<file path="config.mk">
export PLATFORM = sky130hd
export DESIGN_NAME = bayer_stream_source
export DESIGN_NICKNAME = d
export VERILOG_FILES = /design/src/rtl/bayer_stream_source.sv
export SDC_FILE = /design/constraint.sdc
export NUM_CORES = 1
export LEC_CHECK = 0
export ABC_AREA = 1
export CORE_ASPECT_RATIO = 1.25
export CORE_MARGIN = 8
export CORE_UTILIZATION = 50
export CTS_CLUSTER_SIZE = 16
export DETAILED_ROUTE_END_ITERATION = 16
export GPL_ROUTABILITY_DRIVEN = 1
export PLACE_DENSITY_LB_ADDON = 0.08
export REMOVE_ABC_BUFFERS = 1
export SLEW_MARGIN = 30
export SYNTH_ARGS = -nofsm -noshare
export SYNTH_HDL_FRONTEND = slang
export SYNTH_SLANG_ARGS = --single-unit
</file>
<file path="constraint.sdc">
create_clock -name CCD_PIXCLK -period 1.95 [get_ports CCD_PIXCLK]
set_clock_uncertainty 0.05 [all_clocks]
set_input_delay 0.4875 -clock CCD_PIXCLK [delete_from_list [all_inputs] [get_ports CCD_PIXCLK]]
set_output_delay 0.4875 -clock CCD_PIXCLK [all_outputs]
set_load 0.01 [all_outputs]
</file>
<file path="src/rtl/bayer_stream_source.sv">
// Synthetic D8M-style raw Bayer (GRBG) stream source driving CCD_DATA/FVAL/LVAL.
// Optional build macro SRC_LFSR_NOISE_EN adds LFSR dither on CCD_DATA[1:0].
module bayer_stream_source #(
    parameter int unsigned H_ACTIVE = 640,
    parameter int unsigned H_BLANK  = 160,
    parameter int unsigned V_ACTIVE = 480,
    parameter int unsigned V_BLANK  = 45,
    parameter int unsigned FV_LEAD  = 4,
    parameter int unsigned FV_TAIL  = 4
) (
    input  logic        CCD_PIXCLK,
    input  logic        RESET_SYS_N,
    input  logic        src_enable,
    input  logic [1:0]  pattern_sel,
    input  logic [9:0]  solid_level,
    output logic [9:0]  CCD_DATA,
    output logic        CCD_FVAL,
    output logic        CCD_LVAL,
    output logic [12:0] src_xcont,
    output logic [12:0] src_ycont,
    output logic        frame_done,
    output logic        src_busy
);

    localparam int unsigned DATA_W    = 10;
    localparam int unsigned XY_W      = 13;
    localparam int unsigned FCNT_W    = 8;
    localparam int unsigned LINE_LEN  = H_ACTIVE + H_BLANK;
    localparam int unsigned VB_CYC    = V_BLANK * LINE_LEN;
    localparam int unsigned BAR_W     = H_ACTIVE / 8;
    localparam int unsigned CNT_MAX_A = (VB_CYC > FV_LEAD) ? VB_CYC : FV_LEAD;
    localparam int unsigned CNT_MAX_B = (H_BLANK > FV_TAIL) ? H_BLANK : FV_TAIL;
    localparam int unsigned CNT_MAX   = (CNT_MAX_A > CNT_MAX_B) ? CNT_MAX_A : CNT_MAX_B;
    localparam int unsigned CNT_W     = (CNT_MAX > 1) ? $clog2(CNT_MAX) : 1;
    localparam int unsigned BAR_CW    = (BAR_W > 1) ? $clog2(BAR_W) : 1;

    localparam logic [CNT_W-1:0]  LEAD_LAST = CNT_W'(FV_LEAD - 1);
    localparam logic [CNT_W-1:0]  HB_LAST   = CNT_W'(H_BLANK - 1);
    localparam logic [CNT_W-1:0]  TAIL_LAST = CNT_W'(FV_TAIL - 1);
    localparam logic [CNT_W-1:0]  VB_LAST   = CNT_W'(VB_CYC - 1);
    localparam logic [XY_W-1:0]   X_LAST    = XY_W'(H_ACTIVE - 1);
    localparam logic [XY_W-1:0]   Y_LAST    = XY_W'(V_ACTIVE - 1);
    localparam logic [BAR_CW-1:0] BAR_LAST  = BAR_CW'(BAR_W - 1);
    localparam logic [DATA_W-1:0] FULL      = {DATA_W{1'b1}};

    typedef enum logic [2:0] {
        ST_IDLE,
        ST_LEAD,
        ST_ACTIVE,
        ST_HBLANK,
        ST_TAIL,
        ST_VBLANK
    } state_t;

    state_t              state_q, state_d;
    logic [CNT_W-1:0]    cnt_q, cnt_d;
    logic [XY_W-1:0]     x_q, x_d;
    logic [XY_W-1:0]     y_q, y_d;
    logic [BAR_CW-1:0]   bar_cnt_q, bar_cnt_d;
    logic [2:0]          bar_idx_q, bar_idx_d;
    logic [1:0]          pat_q, pat_d;
    logic [DATA_W-1:0]   solid_q, solid_d;
    logic [FCNT_W-1:0]   fcnt_q, fcnt_d;
    logic                done_q, done_d;
    logic                fval_q, fval_d;
    logic                lval_q, lval_d;
    logic                busy_q, busy_d;
    logic [DATA_W-1:0]   data_q, data_d;
    logic [DATA_W-1:0]   comp_r, comp_g, comp_b;
    logic [DATA_W-1:0]   pix_raw, pix_out;

    // State register and all registered outputs.
    always_ff @(posedge CCD_PIXCLK or negedge RESET_SYS_N) begin
        if (!RESET_SYS_N) begin
            state_q   <= ST_IDLE;
            cnt_q     <= '0;
            x_q       <= '0;
            y_q       <= '0;
            bar_cnt_q <= '0;
            bar_idx_q <= '0;
            pat_q     <= '0;
            solid_q   <= '0;
            fcnt_q    <= '0;
            done_q    <= 1'b0;
            fval_q    <= 1'b0;
            lval_q    <= 1'b0;
            busy_q    <= 1'b0;
            data_q    <= '0;
        end else begin
            state_q   <= state_d;
            cnt_q     <= cnt_d;
            x_q       <= x_d;
            y_q       <= y_d;
            bar_cnt_q <= bar_cnt_d;
            bar_idx_q <= bar_idx_d;
            pat_q     <= pat_d;
            solid_q   <= solid_d;
            fcnt_q    <= fcnt_d;
            done_q    <= done_d;
            fval_q    <= fval_d;
            lval_q    <= lval_d;
            busy_q    <= busy_d;
            data_q    <= data_d;
        end
    end

    // Frame sequencing; outputs are derived from the next state so they line up with it.
    always_comb begin
        state_d   = state_q;
        cnt_d     = cnt_q;
        x_d       = x_q;
        y_d       = y_q;
        bar_cnt_d = bar_cnt_q;
        bar_idx_d = bar_idx_q;
        pat_d     = pat_q;
        solid_d   = solid_q;
        fcnt_d    = fcnt_q;
        done_d    = 1'b0;

        case (state_q)
            ST_IDLE: begin
                if (src_enable) begin
                    state_d = ST_LEAD;
                    cnt_d   = '0;
                    pat_d   = pattern_sel;
                    solid_d = solid_level;
                end
            end
            ST_LEAD: begin
                if (cnt_q == LEAD_LAST) begin
                    state_d   = ST_ACTIVE;
                    cnt_d     = '0;
                    x_d       = '0;
                    y_d       = '0;
                    bar_cnt_d = '0;
                    bar_idx_d = '0;
                end else begin
                    cnt_d = cnt_q + CNT_W'(1);
                end
            end
            ST_ACTIVE: begin
                if (x_q == X_LAST) begin
                    state_d = ST_HBLANK;
                    cnt_d   = '0;
                end else begin
                    x_d = x_q + XY_W'(1);
                    // Bar index tracks x without a divider.
                    if (bar_cnt_q == BAR_LAST) begin
                        bar_cnt_d = '0;
                        bar_idx_d = bar_idx_q + 3'd1;
                    end else begin
                        bar_cnt_d = bar_cnt_q + BAR_CW'(1);
                    end
                end
            end
            ST_HBLANK: begin
                if (cnt_q == HB_LAST) begin
                    cnt_d = '0;
                    if (y_q < Y_LAST) begin
                        state_d   = ST_ACTIVE;
                        y_d       = y_q + XY_W'(1);
                        x_d       = '0;
                        bar_cnt_d = '0;
                        bar_idx_d = '0;
                    end else begin
                        state_d = ST_TAIL;
                    end
                end else begin
                    cnt_d = cnt_q + CNT_W'(1);
                end
            end
            ST_TAIL: begin
                if (cnt_q == TAIL_LAST) begin
                    state_d = ST_VBLANK;
                    cnt_d   = '0;
                    done_d  = 1'b1;
                    fcnt_d  = fcnt_q + FCNT_W'(1);
                end else begin
                    cnt_d = cnt_q + CNT_W'(1);
                end
            end
            ST_VBLANK: begin
                if (cnt_q == VB_LAST) begin
                    cnt_d = '0;
                    if (src_enable) begin
                        state_d = ST_LEAD;
                        pat_d   = pattern_sel;
                        solid_d = solid_level;
                    end else begin
                        state_d = ST_IDLE;
                    end
                end else begin
                    cnt_d = cnt_q + CNT_W'(1);
                end
            end
            default: begin
                state_d = ST_IDLE;
                cnt_d   = '0;
            end
        endcase

        fval_d = (state_d == ST_LEAD) || (state_d == ST_ACTIVE) ||
                 (state_d == ST_HBLANK) || (state_d == ST_TAIL);
        lval_d = (state_d == ST_ACTIVE);
        busy_d = (state_d != ST_IDLE);
    end

    // Pattern RGB for the pixel about to be emitted, then GRBG component select.
    always_comb begin
        comp_r = '0;
        comp_g = '0;
        comp_b = '0;
        case (pat_q)
            2'd0: begin
                comp_r = solid_q;
                comp_g = solid_q;
                comp_b = solid_q;
            end
            2'd1: begin
                comp_r = x_d[DATA_W-1:0];
                comp_g = x_d[DATA_W-1:0];
                comp_b = x_d[DATA_W-1:0];
            end
            2'd2: begin
                comp_r = bar_idx_d[2] ? FULL : '0;
                comp_g = bar_idx_d[1] ? FULL : '0;
                comp_b = bar_idx_d[0] ? FULL : '0;
            end
            default: begin
                comp_r = (x_d[4] ^ y_d[4] ^ fcnt_q[0]) ? FULL : '0;
                comp_g = comp_r;
                comp_b = comp_r;
            end
        endcase

        if (!y_d[0]) begin
            pix_raw = x_d[0] ? comp_r : comp_g;
        end else begin
            pix_raw = x_d[0] ? comp_g : comp_b;
        end
    end

`ifdef SRC_LFSR_NOISE_EN
    logic [15:0] lfsr_q, lfsr_d;
    logic        lfsr_fb;

    // Fibonacci LFSR, taps 16/14/13/11, stepping once per emitted active pixel.
    always_comb begin
        lfsr_fb = lfsr_q[15] ^ lfsr_q[13] ^ lfsr_q[12] ^ lfsr_q[10];
        lfsr_d  = lval_d ? {lfsr_q[14:0], lfsr_fb} : lfsr_q;
        pix_out = pix_raw ^ {{(DATA_W-2){1'b0}}, lfsr_q[1:0]};
    end

    always_ff @(posedge CCD_PIXCLK or negedge RESET_SYS_N) begin
        if (!RESET_SYS_N) begin
            lfsr_q <= 16'hACE1;
        end else begin
            lfsr_q <= lfsr_d;
        end
    end
`else
    always_comb begin
        pix_out = pix_raw;
    end
`endif

    always_comb begin
        data_d = lval_d ? pix_out : '0;
    end

    assign CCD_DATA   = data_q;
    assign CCD_FVAL   = fval_q;
    assign CCD_LVAL   = lval_q;
    assign src_xcont  = x_q;
    assign src_ycont  = y_q;
    assign frame_done = done_q;
    assign src_busy   = busy_q;

endmodule

</file>
==> results of run 1 <==
## path summary, 6_finish.rpt
kind                        startpoint           end  slack [ps]  depth (start not counted)
min                        RESET_SYS_N  src_ycont[3]          10                          2
min reg2reg                 solid_q[6]    solid_q[6]         450                          1
max in group asynchronous  RESET_SYS_N   CCD_DATA[2]        1550                          2
max                           cnt_q[5]     cnt_q[15]        -280                         13
min in group CCD_PIXCLK     solid_q[6]    solid_q[6]         450                          1
max reg2reg                   cnt_q[5]     cnt_q[15]        -280                         13
## final cells by class
class | instances | area [sq um]
Multi-Input combinational cell | 398 | 2551
Sequential cell | 82 | 2052
Fill cell | 604 | 1775
Timing Repair Buffer | 187 | 1650
Inverter | 69 | 264.0
Tap cell | 120 | 150.1
Clock buffer | 9 | 123.9
Clock inverter | 7 | 83.83
Antenna cell | 1 | 2.502
## metrics by stage
step / cell area, sq um / setup TNS, ps / util / worst slack (ps) / hold slack [ps]
2_1_floorplan: 4379 / -2405 / - / -184.2 / 141.9
3_3_place_gp: 5936 / -2908 / 0.6859 / -225.0 / 411.6
3_5_place_dp: 5936 / -4676 / 0.6859 / -267.4 / 412.4
4_1_cts: 6422 / -2322 / 0.7422 / -159.0 / 15.47
5_1_grt: 6875 / -9119 / 0.7945 / -430.3 / 18.99
6_report: 6878 / -4146 / 0.7948 / -279.3 / 12.26
## cell usage after synthesis (2+ instances only)
master,count
nor3_1,16
mux2_2,9
xnor2_1,2
a2bb2oi_1,2
inv_1,61
clkbuf_1,2
nor2_2,3
dfrtp_1,82
inv_2,8
o21ai_0,36
nor4_4,2
and3_1,4
xor2_1,6
nor3_4,2
a21oi_1,37
a22oi_1,2
nor3b_1,4
buf_2,5
nand2_1,118
o21ai_1,2
nand3_1,44
o21a_1,4
ha_1,5
nor3_2,3
nor2_1,68
nand4_1,11
nand2_2,4
## metal layers
layer / up-vias / global-route usage / share of wire
li1: 2226 / - / -
met1: 2274 / 0.2539 / 0.40
met2: 135 / 0.3941 / 0.53
met3: 37 / 0.03731 / 0.041
met4: 0 / 0.09384 / 0.025
met5: - / 0 / 0
## worst max-delay path, delay by kind of cell (launching register included)
kind	cells	cell delay, ps
and+or+nand+nor	12	1550
DFF	1	400
buffers and inverters	1	160
## cells by family (layout without fill, tap and decap cells)
group / count (synthesis) / in the layout
xor gates and xnor gates: 8 / 8
and+or+nand+nor: 284 / 285
buffers and inverters: 77 / 272
DFF: 82 / 82
adders and majority gates: 5 / 5
AOI/OAI and AO/OA: 90 / 90
muxes: 10 / 10
other: 0 / 1
## report_power, final
group	leakage (uW)	internal [uW]	switching [uW]
registers	0.00108	1700	0
logic	0.00232	32.5	38.8
clock network	0.000103	617	717
## flip-flops by register name (all words and copies together) (netlist names)
register,flops
cnt_q,16
src_xcont,13
src_ycont,13
CCD_DATA,10
solid_q,10
bar_cnt_q,7
bar_idx_q,3
state_q,3
pat_q,2
CCD_FVAL,1
CCD_LVAL,1
fcnt_q,1
frame_done,1
src_busy,1
## what timing repair did
item	4_1_cts	5_1_grt
setup endpoints to repair	43	71
pin swaps	16	50
cloned	0	1
gates resized for setup	66	110
buffers inserted	12	16
==> reports/metrics.yaml, run 1 <==
logic_synthesis:
  synthMuxAreaShare: 0.02548
  synth_xor_area_frac: 0.01586
  synth_edf_count: 0
  syn_area_sq_um: 4419
  yosys.area.top_type: "dfrtp_1"
  synth.distinct_cells: 41
  async_flop_share: 1.000
  synth_top_area_share: 0.4643
  ys_seq_area_frac: 0.4643
  synth-simple-area-share: 0.2995
  synth_area_leaders: "dfrtp_1, nand2_1, nor2_1"
  ys_warn_count: 0
  yosys.area_share.adder: 0.01416
  ys_seq_elements: 82
  synth_compound_area_frac: 0.1130
  synthCells: 556
  synth_top_family_by_area: "simple AND/OR/NAND/NOR gates"
  synthFlopType: "dfrtp_1"
  syn_avg_cell_area_sq_um: 7.948
clock_network:
  cts_buffers: 9
  cts_buffer_depth: 2
  cts.sinks: 82
  path_clk_slew_ps: 90
  clk_latency_ps: 370
  cts_tree: "yes"
  h-tree-depth: 3
  cts_root_buf: "clkbuf_8"
  cts_hold_buffers: 0
cells_and_area:
  syn_to_final_growth_pct: 55.63
  final_cells: 873
  layout.nets: 767
  drive_gt1_frac: 0.3843
  final_common_cell: "buf_4"
  mostFrequentLayoutCells: "buf_4, nand2_1, dfrtp_1, inv_1, nor2_1"
sta:
  finalMaxSlewViolations: 0
  fmax_mhz: 448.6
  hold_viol_final: 0
  setup_viol: 36
  min_period_ps: 2229
  slew_headroom: 0.6863
  grt_setup_unrepaired: "yes"
  period_share: 1.143
  worstMarginPinSlew_ps: 468.8
  fin_ws_ps: -279.3
detailed_routing:
  wl_per_cell_um: 15.93
  vias: 4672
  drt-pass1-iter-count: 4
  viasPerCell: 5.352
  drtIter0Drc: 263
  drc_errors: 0
  ant_nets: 0
  wl_um: 13910
global_route:
  grt_pass1_vias: 4693
  grt.overflow.total: 0
  grt_max_degree: 53
  grt_first_pass_wirelength_um: 21500
  antenna_found_initial: 1
  grt.total_usage: 0.2211
setup_path:
  path_cells: "buf_4, nand2_1, nor3_1, nand2_1, nor2_2, nand2_2, nor2_1, nand4_1, nor2_1, nand2_1, nand2_1, nand2_1, nor2_1"
  critPathKind: "reg -> reg"
  max_stage_delay_ps: 400
  path_max_fanout: 5
  cp-start-kind: "flip-flop"
  crit_top_cell: "nand2_1"
  cpMaxStageDelayCell: "dfrtp_1"
  required_ps: 2200
  cp-end-kind: "flip-flop"
  crit_arrival_ps: 2480
floorplanning:
  start_util: 0.5107
  die_h_um: 121.1
  core_area_sq_um: 8653
  die_w_um: 100.1
  dieArea_sq_um: 12120
  num_rows: 38
  ios: 55
power_and_ir_drop:
  totalPowerFinal_uw: 3104
  leakage_uw: 0.003499
  powerDensity_nw_per_um2: 451.3
  vdd_drop_max_uv: 546.3
placement:
  place.gp.congestion: 0.9586
  dp_hpwl_um: 9378
  port_buffers: 54
  post-place-cells: 831
hold_path:
  hp-class: "in -> async"
job:
  maxCapViolations: 0
status:
  status: "finished, violations left"
  failed_checks: "setup timing"
Power figures use the tool's default switching activity.
==> inputs of run 2 (changes only) <==
--- a/config.mk
+++ b/config.mk
@@ -5,7 +5,6 @@
 export SDC_FILE = /design/constraint.sdc
 export NUM_CORES = 1
 export LEC_CHECK = 0
-export ABC_AREA = 1
 export CORE_ASPECT_RATIO = 1.25
 export CORE_MARGIN = 8
 export CORE_UTILIZATION = 50
==> run 2 against run 1 <==
  * The run still ends with setup timing left
  * Hold slack better by 63 ps
  * Maximum frequency decreased by 32%
  * Register-to-register slack got worse by 1000 ps
  * Critical path depth is 1 higher
  * Utilization up 5.0 points
  * Critical path type unchanged
  * Critical endpoint is now CCD_DATA[1]
==> reports/metrics.yaml, run 2 <==
hold_path:
  hp-class: "in -> async"
cells_and_area:
  largest_reg_flops: 16  # unchanged
  regMostFlops: "cnt_q"
  antennaDiodeCount: 0  # -1
  n_fill_cell: 490  # -19%
  drive_gt1_frac: 0.4288  # +0.04447
  multi_input_area_sq_um: 2748  # +7.7%
  final_cells: 801  # -8.2%
  layout.nets: 696  # -9.3%
  regArea_sq_um: 2052  # unchanged
  syn_to_final_growth_pct: 65.99
  final_common_cell: "buf_4"
  mostFrequentLayoutCells: "buf_4, dfrtp_1, nor2_1, clkdlybuf4s50_1, nand2_1"
sta:
  grt_setup_unrepaired: "yes"
  period_share: 1.671  # +0.5273
  min_period_ps: 3258  # +1028 ps
  worstMarginPinSlew_ps: 530.7  # +61.88 ps
  holdWs_ps: 75.13  # +62.87 ps
  finalMaxSlewViolations: 0  # unchanged
  setup_viol: 82  # +130%
  slew_headroom: 0.6462  # -0.04010
  hold_viol_final: 0  # unchanged
  finalSetupTns_ps: -70320  # -66180 ps
  fmax_mhz: 307.0  # -32%
  fin_ws_ps: -1308  # -1028 ps
clock_network:
  cts_root_buf: "clkbuf_8"
  h-tree-depth: 3  # unchanged
  cts_buffers: 9  # unchanged
  cts.sinks: 82  # unchanged
  cts_buffer_depth: 2  # unchanged
  clk_latency_ps: 380  # about the same
  cts_tree: "yes"
  cts_hold_buffers: 0  # unchanged
  path_clk_slew_ps: 100  # about the same
logic_synthesis:
  synthFlopType: "dfrtp_1"
  synth_area_leaders: "dfrtp_1, nor2_1, mux2_2"
  ys_seq_area_frac: 0.4687  # +0.004379
  synth_top_area_share: 0.4687  # +0.004379
  synthCells: 452  # -19%
  synth_edf_count: 0  # unchanged
  netlist_top_cells_count: "dfrtp_1, nor2_1, nand2_1"
  syn_avg_cell_area_sq_um: 9.686  # +22%
  synth.distinct_cells: 62  # +51%
  syn_area_sq_um: 4378  # -0.93%
  async_flop_share: 1.000  # unchanged
  synth.most_common_cell: "dfrtp_1"
  ys_seq_elements: 82  # unchanged
  yosys.area.top_type: "dfrtp_1"
  ys_warn_count: 0  # unchanged
floorplanning:
  start_util: 0.5087  # -0.001976
  die_w_um: 99.70  # -0.39%
  dieArea_sq_um: 12030  # -0.79%
  ios: 55  # unchanged
  die_h_um: 120.6  # -0.40%
  core_area_sq_um: 8606  # -0.55%
  num_rows: 38  # unchanged
detailed_routing:
  wl_um: 15950  # +15%
  vias: 4730  # +1.2%
  drc_errors: 0  # unchanged
  drt-pass1-iter-count: 5  # +1
  drtIter0Drc: 260  # -1.1%
  viasPerCell: 5.905  # +10%
  ant_nets: 0  # unchanged
  wl_per_cell_um: 19.91  # +25%
global_route:
  grt_max_degree: 83  # +57%
  antenna_found_initial: 0  # -1
  grt_first_pass_wirelength_um: 24070  # +12%
  grt_pass1_vias: 4946  # +5.4%
  grt.overflow.total: 0  # unchanged
  grt.total_usage: 0.2527  # +0.03162
setup_path:
  path_cells: "ha_4, or4bb_1, or4_4, a2111oi_4, buf_4, o21ai_4, clkinv_4, buf_6, buf_6, a21oi_4, o211ai_1, buf_4, o211ai_1, a31oi_1"
  cp_top_family: "simple AND/OR/NAND/NOR gates"
  cp-start-kind: "flip-flop"
  cp-end-kind: "flip-flop"
  path_max_fanout: 5  # unchanged
  crit_buf_inv: 5  # +4
  cpMaxStageDelayCell: "or4_4"
  max_stage_delay_ps: 590  # +190 ps
  r2r_cells: 14  # +1
  r2r-end: "CCD_DATA[1]"
  required_ps: 2190  # about the same
  reg2reg_from: "cnt_q[1]"
  crit_arrival_ps: 3500  # +1020 ps
  r2r_slack_ps: -1310  # -1030 ps
  setup.worst_path.start: "cnt_q[1]"
  critPathKind: "reg -> reg"
placement:
  dp_hpwl_um: 9737  # +3.8%
  port_buffers: 54  # unchanged
  place_ws_ps: -1400  # -1132 ps
  place.gp.congestion: 0.9123  # -4.8%
  post-place-cells: 750  # -9.7%
status:
  status: "finished, violations left"
  failed_checks: "setup timing"
job:
  maxCapViolations: 0  # unchanged
power_and_ir_drop:
  vdd_drop_max_uv: 666.2  # +22%
  powerDensity_nw_per_um2: 409.1  # -9.3%
  leakage_uw: 0.003481  # -0.53%
run 2: repair_timing:
action                                  in CTS  in global routing
cloned                                       2                  0
resized for setup                          147                 36
buffers inserted                            28                 12
endpoints found under the setup margin      91                 89
pin swaps                                   59                 32
endpoints found under the hold margin        0                  0
run 2: layer usage:
layer,global-route usage,share of wire
met4,0.1670,0.070
met5,0,0
met2,0.4572,0.52
met3,0.05578,0.050
met1,0.2537,0.36
run 2: worst reg2reg max path, stage by stage (launching register included):
cell and delay, ps:
dfrtp_1 420, ha_4 160, or4bb_1 440, or4_4 590, a2111oi_4 260, buf_4 190, o21ai_4 80, clkinv_4 70
buf_6 90, buf_6 90, a21oi_4 90, o211ai_1 100, buf_4 160, o211ai_1 150, a31oi_1 230
run 2: through the flow:
step	utilization	power, uW	area, sq um
floorplan	-	1734	4302
global placement	0.7098	1802	6108
detailed placement	0.7098	1803	6108
CTS	0.8235	2967	7087
global route	0.8444	3053	7267
finish	0.8444	2973	7267
run 2: cells by family (layout without fill, tap and decap cells):
logic type      Yosys count  in the layout  synth area share
flops                    82             82            0.4687
compound gates          106            106            0.1749
xor+xnor                 17             17           0.03572
fa+ha+maj                 5              5           0.01429
buf+inv                  32            261           0.02887
mux                      21             21           0.05287
simple gates            189            189            0.2246
run 2: area by class of cell:
type | count | share of cell area
flip-flops and latches | 82 | 0.2824
clock inverters | 7 | 0.008264
clock buffers | 9 | 0.01705
multi-input cells | 338 | 0.3781
repair buffers | 233 | 0.2867
well taps | 120 | 0.02066
inverters | 12 | 0.006887
run 2: worst max-delay path by stage:
stage | end | slack (ps) | depth (start not counted)
floorplan | CCD_DATA[8] | -1320 | 10
global placement | CCD_DATA[3] | -1280 | 9
detailed placement | CCD_DATA[0] | -1400 | 9
CTS | CCD_DATA[0] | -1190 | 11
global route | CCD_DATA[0] | -1380 | 11
finish | CCD_DATA[1] | -1310 | 14
run 2: power breakdown:
| group | total [uW] | leakage (uW) | internal, uW | switching (uW) |
|---|---|---|---|---|
| combinational | 70.2 | 0.00228 | 30.4 | 39.7 |
| clock | 1200 | 0.0000912 | 485 | 719 |
| sequential | 1700 | 0.00111 | 1700 | 0 |
